--- config.mk ---
export PLATFORM = sky130hd
export DESIGN_NAME = bin2bcd_seq
export DESIGN_NICKNAME = d
export VERILOG_FILES = /design/src/rtl/bin2bcd_seq.sv
export SDC_FILE = /design/constraint.sdc
export NUM_CORES = 1
export LEC_CHECK = 0
export CAP_MARGIN = 5
export CORE_MARGIN = 2
export CORE_UTILIZATION = 45
export CTS_CLUSTER_SIZE = 16
export DETAILED_ROUTE_END_ITERATION = 8
export PLACE_DENSITY = 0.66
export SLEW_MARGIN = 20
export SYNTH_ARGS = -nofsm -noshare
export SYNTH_HDL_FRONTEND = slang
export SYNTH_SLANG_ARGS = --single-unit
--- constraint.sdc ---
create_clock -name clk -period 5.38 [get_ports clk]
set_clock_uncertainty 0.15 [all_clocks]
set_input_delay 0.807 -clock clk [delete_from_list [all_inputs] [get_ports clk]]
set_output_delay 0.807 -clock clk [all_outputs]
set_load 0.01 [all_outputs]
--- src/rtl/bin2bcd_seq.sv ---
// Sequential binary-to-BCD converter (shift-add-3), one input bit per clock.
// Build option BIN2BCD_OVF_SAT_EN: overflowed results read as all nines instead of all 4'hE nibbles.
module bin2bcd_seq #(
  parameter int BIN_W  = 14,
  parameter int DIGITS = 4
) (
  input  logic                  clk,
  input  logic                  clr_n,
  input  logic                  start,
  input  logic [BIN_W-1:0]      bin,
  output logic                  busy,
  output logic                  done,
  output logic [4*DIGITS-1:0]   bcd_out,
  output logic                  ovf
);

  localparam int BCD_W = 4 * (DIGITS + 1);
  localparam int SW    = BCD_W + BIN_W;
  localparam int CW    = (BIN_W > 1) ? $clog2(BIN_W) : 1;

`ifdef BIN2BCD_OVF_SAT_EN
  localparam logic [4*DIGITS-1:0] OVF_FILL = {DIGITS{4'h9}};
`else
  localparam logic [4*DIGITS-1:0] OVF_FILL = {DIGITS{4'hE}};
`endif

  typedef enum logic [1:0] {
    IDLE  = 2'd0,
    SHIFT = 2'd1,
    DONE  = 2'd2
  } state_t;

  state_t               state_r, state_s;
  logic [SW-1:0]        scratch_r, scratch_s, step_s;
  logic [CW-1:0]        cnt_r, cnt_s;
  logic                 load_s;
  logic                 ovf_s;
  logic                 busy_r, done_r, ovf_r;
  logic [4*DIGITS-1:0]  bcd_r;

  // One double-dabble step: correct every BCD nibble >= 5, then shift left.
  function automatic logic [SW-1:0] dabble_step(input logic [SW-1:0] s);
    logic [SW-1:0] t;
    t = s;
    for (int i = 0; i < DIGITS + 1; i++) begin
      t[BIN_W+4*i +: 4] = (t[BIN_W+4*i +: 4] >= 4'd5) ? (t[BIN_W+4*i +: 4] + 4'd3)
                                                       : t[BIN_W+4*i +: 4];
    end
    return {t[SW-2:0], 1'b0};
  endfunction

  assign step_s = dabble_step(scratch_r);
  // The extra top digit is non-zero only when the value does not fit in DIGITS digits.
  assign ovf_s  = (step_s[BIN_W+4*DIGITS +: 4] != 4'd0);

  // Next-state and datapath control.
  always_comb begin
    state_s   = state_r;
    scratch_s = scratch_r;
    cnt_s     = cnt_r;
    load_s    = 1'b0;
    case (state_r)
      IDLE: begin
        if (start) begin
          state_s   = SHIFT;
          scratch_s = {{BCD_W{1'b0}}, bin};
          cnt_s     = {CW{1'b0}};
        end else begin
          state_s   = IDLE;
        end
      end
      SHIFT: begin
        scratch_s = step_s;
        cnt_s     = cnt_r + CW'(1);
        if (cnt_r == CW'(BIN_W - 1)) begin
          state_s = DONE;
          load_s  = 1'b1;
        end else begin
          state_s = SHIFT;
        end
      end
      DONE: begin
        state_s = IDLE;
      end
      default: begin
        state_s = IDLE;
      end
    endcase
  end

  // State, scratch and registered outputs; results only update on the final shift.
  always_ff @(posedge clk or negedge clr_n) begin
    if (!clr_n) begin
      state_r   <= IDLE;
      scratch_r <= {SW{1'b0}};
      cnt_r     <= {CW{1'b0}};
      busy_r    <= 1'b0;
      done_r    <= 1'b0;
      bcd_r     <= {(4*DIGITS){1'b0}};
      ovf_r     <= 1'b0;
    end else begin
      state_r   <= state_s;
      scratch_r <= scratch_s;
      cnt_r     <= cnt_s;
      busy_r    <= (state_s != IDLE);
      done_r    <= (state_s == DONE);
      if (load_s) begin
        bcd_r <= ovf_s ? OVF_FILL : step_s[BIN_W +: 4*DIGITS];
        ovf_r <= ovf_s;
      end else begin
        bcd_r <= bcd_r;
        ovf_r <= ovf_r;
      end
    end
  end

  assign busy    = busy_r;
  assign done    = done_r;
  assign bcd_out = bcd_r;
  assign ovf     = ovf_r;

endmodule

Yosys cells after proc, flatten, opt, wreduce, memory -nomap -nowiden --
Cells that the tools add are included.
Cells by class: add/sub/neg operators 6, $lt $le $gt $ge 5, equal/unequal tests 4, multiplexer cells 15, reduce and logical (&&, ||, !) cells 5
Operators by type and width (count):
- $pmux W34 S2 | 1
- $mux W34 | 1
- $ge A4 B3 Y1 const B | 5
- $mux W4 | 5
- $add A4 B2 Y4 const B | 4
- $mux W16 | 1
- $pmux W4 S2 | 1
- $add A4 B1 Y4 const B | 1
- $eq A4 B4 Y1 const B | 1
- $pmux W2 S2 | 1
- $reduce_bool A2 Y1 | 2
- $reduce_bool A4 Y1 | 1
- $add A3 B2 Y3 const B | 1
- $mux W1 | 3
- $mux W3 | 1
- $eq A2 B1 Y1 const B | 1
- $eq A2 B2 Y1 const B | 1
- $logic_not A2 Y1 | 1
- $mux W2 | 1
- $ne A2 B2 Y1 const B | 1
- $reduce_and A2 Y1 | 1
Storage, ports and cells: register bits 59, bits of input ports 17, output and inout port bits 19, logic and storage cells 42

Longest topological paths before layout --
depth in word-level cells 4, depth in mapped cells 8, depth with buffers taken out 6

Worst setup path before layout --
No wires, ideal clock.
kind register to register, start point register scratch_r[30], end point register bcd_r[10], in the netlist bcd_out[10], library setup time 121 ps, data arrival time 1874 ps, data required time 5109 ps, path slack 3235 ps, stages on the path, launching flop included 8, buffers on the path 1, clock period less this slack 2145 ps, cell sequence dfrtp_1 -> inv_1 -> ha_1 -> nand2b_1 -> a2111oi_2 -> o2111ai_4 -> buf_6 -> o22a_1
Between the ends: cells in the longest elaborated chain, start to end 4, elaborated cells on any way between the ends 5, those cells by class 1 x add/sub; 1 x order compare; 2 x mux; 1 x reduce/logical
Ends and longest elaborated chain:
- from (decl) | RTL line 34 | logic [SW-1:0] scratch_r, scratch_s, step_s;
- from (signal assigned) | RTL line 95 | scratch_r <= {SW{1'b0}};
- from (signal assigned) | RTL line 103 | scratch_r <= scratch_s;
- $ge A4 B3 Y1 or $add A3 B2 Y3 (tied branches) | RTL line 46 | t[BIN_W+4*i +: 4] = (t[BIN_W+4*i +: 4] >= 4'd5) ? (t[BIN_W+4*i +: 4] + 4'd3)
- $mux W3 * | RTL line 46
- $reduce_bool A4 Y1 * | RTL line 54 | assign ovf_s = (step_s[BIN_W+4*DIGITS +: 4] != 4'd0);
- $mux W16 * | RTL line 108 | bcd_r <= ovf_s ? OVF_FILL : step_s[BIN_W +: 4*DIGITS];
- to (signal assigned) | RTL line 99 | bcd_r <= {(4*DIGITS){1'b0}};
- to (signal assigned) | RTL line 108
- to (signal assigned) | RTL line 111 | bcd_r <= bcd_r;
- to (decl) | RTL line 39 | logic [4*DIGITS-1:0] bcd_r;
Mark *: on every way between the ends. The rest lies on a longest branch, timed or not. A chain may end at the register's enable or synchronous reset.

Final worst setup path --
start point register state_r[0], end point register bcd_r[9], in the netlist bcd_out[9]
Between the ends: cells in the longest elaborated chain, start to end 2
Ends and longest elaborated chain:
- from (decl) | RTL line 33 | state_t state_r, state_s;
- from (signal assigned) | RTL line 102 | state_r <= state_s;
- $eq A2 B1 Y1 | RTL line 62 | case (state_r)
- $mux W1 | RTL line 62
No other way between the ends.

==> impl_summary.md <==
STA
For the final routed database, the setup TNS stands at 0 ns. Across all setup checks in the final design, the least slack found is between 2 and 3 ns. The fraction of the cycle the final worst path needs is 44.4%. The worst hold slack across all endpoints is approximately 0.33 ns. Setup repair after global routing left no endpoint under its margin. The worst path in the final design needs a cycle of around 2.4 ns, including I/O delays and setup.

The number of hold-slack violations in the final timing report is 0. The maximum frequency from static timing analysis is 0.418 GHz. The worst pin sits at a relative slew slack of between 40% and 50%. The final max-slew violation count is 0. At the pin with the least slew margin, the transition time is about 0.86 ns. Setup violations remaining at the end of the flow were counted as 0.

Setup path
The depth of the worst register-to-register path is 4. The setup check on the worst reg-to-reg path leaves a slack of 2.99 ns. The number of buffers and inverters on the critical path is 0. STA puts the critical path data required time at approximately 5.4 ns.

The critical path goes through nand2b_4 > a2111oi_4 > o2111ai_4 > o22a_1. For this run, the slowest stage of the critical path takes 0.76 ns. The data arrival time at the worst-slack endpoint is ~2.5 ns. The top fanout value on the critical path is 20.

STA classifies the critical path endpoint as a register. Grouping stages by cell kind, the critical path spends the most delay in compound AO/OA/AOI/OAI gates. The slowest stage of the critical path belongs to the cell sky130_fd_sc_hd__dfrtp_1.

The startpoint identified for the worst register-to-register timing path is state_r[0]. The worst setup path is launched from a register. In this run the critical register-to-register path is captured at bcd_out[9]. The worst setup path is of the register to register kind.

Worst hold path
The hold path endpoint is scratch_r[10]. The origin of the worst min-delay path is scratch_r[10]. The worst hold path belongs to the class register to register. The number of stages on the worst hold path is 2.

Synthesis
The most used flip-flop cell after synthesis is sky130_fd_sc_hd__dfrtp_1. Synthesis produced 268 cells. The distinct cell type count after synthesis is 35. Summed over all instances, the cell type with the most area after synthesis is sky130_fd_sc_hd__dfrtp_1. The async set-reset flop share out of synthesis is 100%. The area fraction of the dominant cell type after synthesis is a little over half. By area the synthesized netlist is led by sky130_fd_sc_hd__dfrtp_1 52%, sky130_fd_sc_hd__ha_1 5.3%, sky130_fd_sc_hd__o21ai_0 5.1%. When the netlist entered floorplanning its net count stood at 297.

The number of synthesized register bits is 59. The sequential fraction of the synthesis area is 52.3%. The number of synthesized flops with an enable pin is 0. The cell area after technology mapping is 2820 um^2. The total number of yosys warnings is 0. The average cell area after synthesis is 10.5 um^2.

Cells and area
In the final layout, flip-flops and latches occupy about 1500 um^2. The number of nets in the finished design is 332. The number of fillers in the final layout is approximately 520. Cells with a size suffix above 1 make up 7.79% of the layout. The utilization after layout is between 50 and 60%. The final non-filler cell area is around 3400 um^2.

0 antenna diodes ended up in the layout. The library cells used most frequently in the layout, excluding fill and tap cells, are 59 x sky130_fd_sc_hd__dfrtp_1, 34 x sky130_fd_sc_hd__clkdlybuf4s50_1, 33 x sky130_fd_sc_hd__nand2_1, 29 x sky130_fd_sc_hd__o21ai_0, 15 x sky130_fd_sc_hd__inv_1. In the final layout, the multi-input gates occupy 1220 um^2.

The library cell used most frequently in the layout, excluding fill and tap cells, is sky130_fd_sc_hd__dfrtp_1. The number of cells in the finished layout apart from fillers is 383. The signed area change from the synthesized netlist to the final layout is 20.4%.

Power and ir drop
Summed over all cells, the static leakage comes to around 1.5 nW. The worst supply voltage drop on vdd is just over 0.3 mV. The power density relative to cell area is 624 nW/um^2. Summing internal, switching and leakage power gives 2.12 mW.

Placement
The setup slack after placement is 2.71 ns. The final weighted congestion of routability-driven global placement is 0.777. Summing all placed instances gives a cell area of 3210 um^2. In this run, placement finished with an instance count of 367. During placement, the flow inserted port buffers numbering 35. The HPWL after detailed placement is slightly below 4 mm.

Routing
The total number of vias is about 2.1k. The number of DRC violations after detailed routing is 0. The number of nets still failing antenna checks after routing is 0. Dividing the detail-routed via count by the number of cells gives 5.55. The first routing iteration left 99 violations. The post-detailed-routing wire length is 5.93 mm. Before antenna repair, the detailed router went through 4 iterations. The routed length per instance is 15.5 um.

Job
The number of max-cap violations is 0.

Floorplan
The number of top-level design ports is 36. The site row count is 28. The core region is roughly 6000 um^2.

The initial core utilization is 47.1%. The die is 83.2 um tall. The die covers around 6900 um^2.

The horizontal die dimension is 83.2 um.

GRT
The first global-routing pass estimated 10.5 mm of wire. The via count of the first global-routing pass is 2,185. The initial antenna violation count came to 0. Summed over all layers, the global routing overflow is 0. The global-route usage over all layers is 19.1%. Entering global routing, the biggest net connects 60 pins.

Clock network
The clock root buffer is sky130_fd_sc_hd__clkbuf_8. The H-tree was split into 3 levels. The clock latency on the worst-skew pair is around 0.33 ns. The CTS buffer count is 9. Buffers inserted to repair hold after CTS numbered 0.

The number of setup buffers added after CTS is 0. CTS saw 59 sinks. The clock passes through at most 2 buffers. Clock-pin slew was measured on the worst setup and hold paths at approximately 0.060 ns. The number of instances resized during post-cts repair is 0. TritonCTS built the clock tree.

Run status
The run finished with clean final reports.
layout make-up:
class | count | share of cell area, %
Sequential cell | 59 | 43.4
Multi-Input combinational cell | 180 | 35.8
Timing Repair Buffer | 37 | 10.6
Clock buffer | 15 | 5.49
Tap cell | 75 | 2.76
Inverter | 16 | 1.77
Clock inverter | 1 | 0.147
kinds of logic after synthesis:
logic type | Yosys count | share of synthesized area (%)
adder cells (fa/ha/maj) | 12 | 5.32
AO/OA/AOI/OAI | 95 | 23.5
buffers and inverters | 29 | 4.74
XOR/XNOR | 5 | 1.55
flip-flops | 59 | 52.3
AND/OR/NAND/NOR | 62 | 10.4
multiplexers | 6 | 2.17
sequential cells by signal (all words and copies together), names as in the netlist:
register	cells
scratch_r	34
bcd_out	16
cnt_r	4
state_r	2
busy	1
done	1
ovf	1
cell usage after synthesis (all sizes together), types with 2 or more instances:
library cell	n
dfrtp	59
nand2	33
o21ai	33
inv	15
a21oi	13
a22oi	13
ha	12
o22a	12
a22o	8
clkbuf	8
nor2	7
o22ai	7
nand2b	6
buf	5
mux2i	5
nor3	5
xnor2	5
nor3b	4
nor2b	3
a2111oi	2
nand3	2
o21a	2
metal layers:
metal	vias up	track usage (%)	part of all wire, %
li1	1033	-	-
met1	1044	25.5	46
met2	37	29.7	48
met3	13	3.28	3.2
met4	0	10.1	2.6
met5	-	0	0
worst reg2reg max path: cells and delay by family (launching register included):
kind,cells,cell delay [ns]
compound gates,3,1.10
flops,1,0.76
simple gates,1,0.28
power breakdown:
part / switching (mW) / total [mW] / leakage (nW) / internal [mW]
Clock: 0.165 / 0.383 / 0.0997 / 0.217
Combinational: 0.458 / 0.917 / 0.643 / 0.460
Sequential: 0.179 / 0.821 / 0.723 / 0.642
worst max-delay path by stage:
stage | startpoint | to | slack (ns) | cells past startpoint
floorplan | scratch_r[30] | bcd_out[10] | 3.24 | 7
global placement | start | scratch_r[13] | 2.81 | 5
detailed placement | start | scratch_r[5] | 2.71 | 4
CTS | state_r[0] | bcd_out[2] | 2.98 | 4
global route | scratch_r[30] | bcd_out[13] | 2.82 | 6
finish | state_r[0] | bcd_out[9] | 2.99 | 4
(Power assumes the default switching activity.)
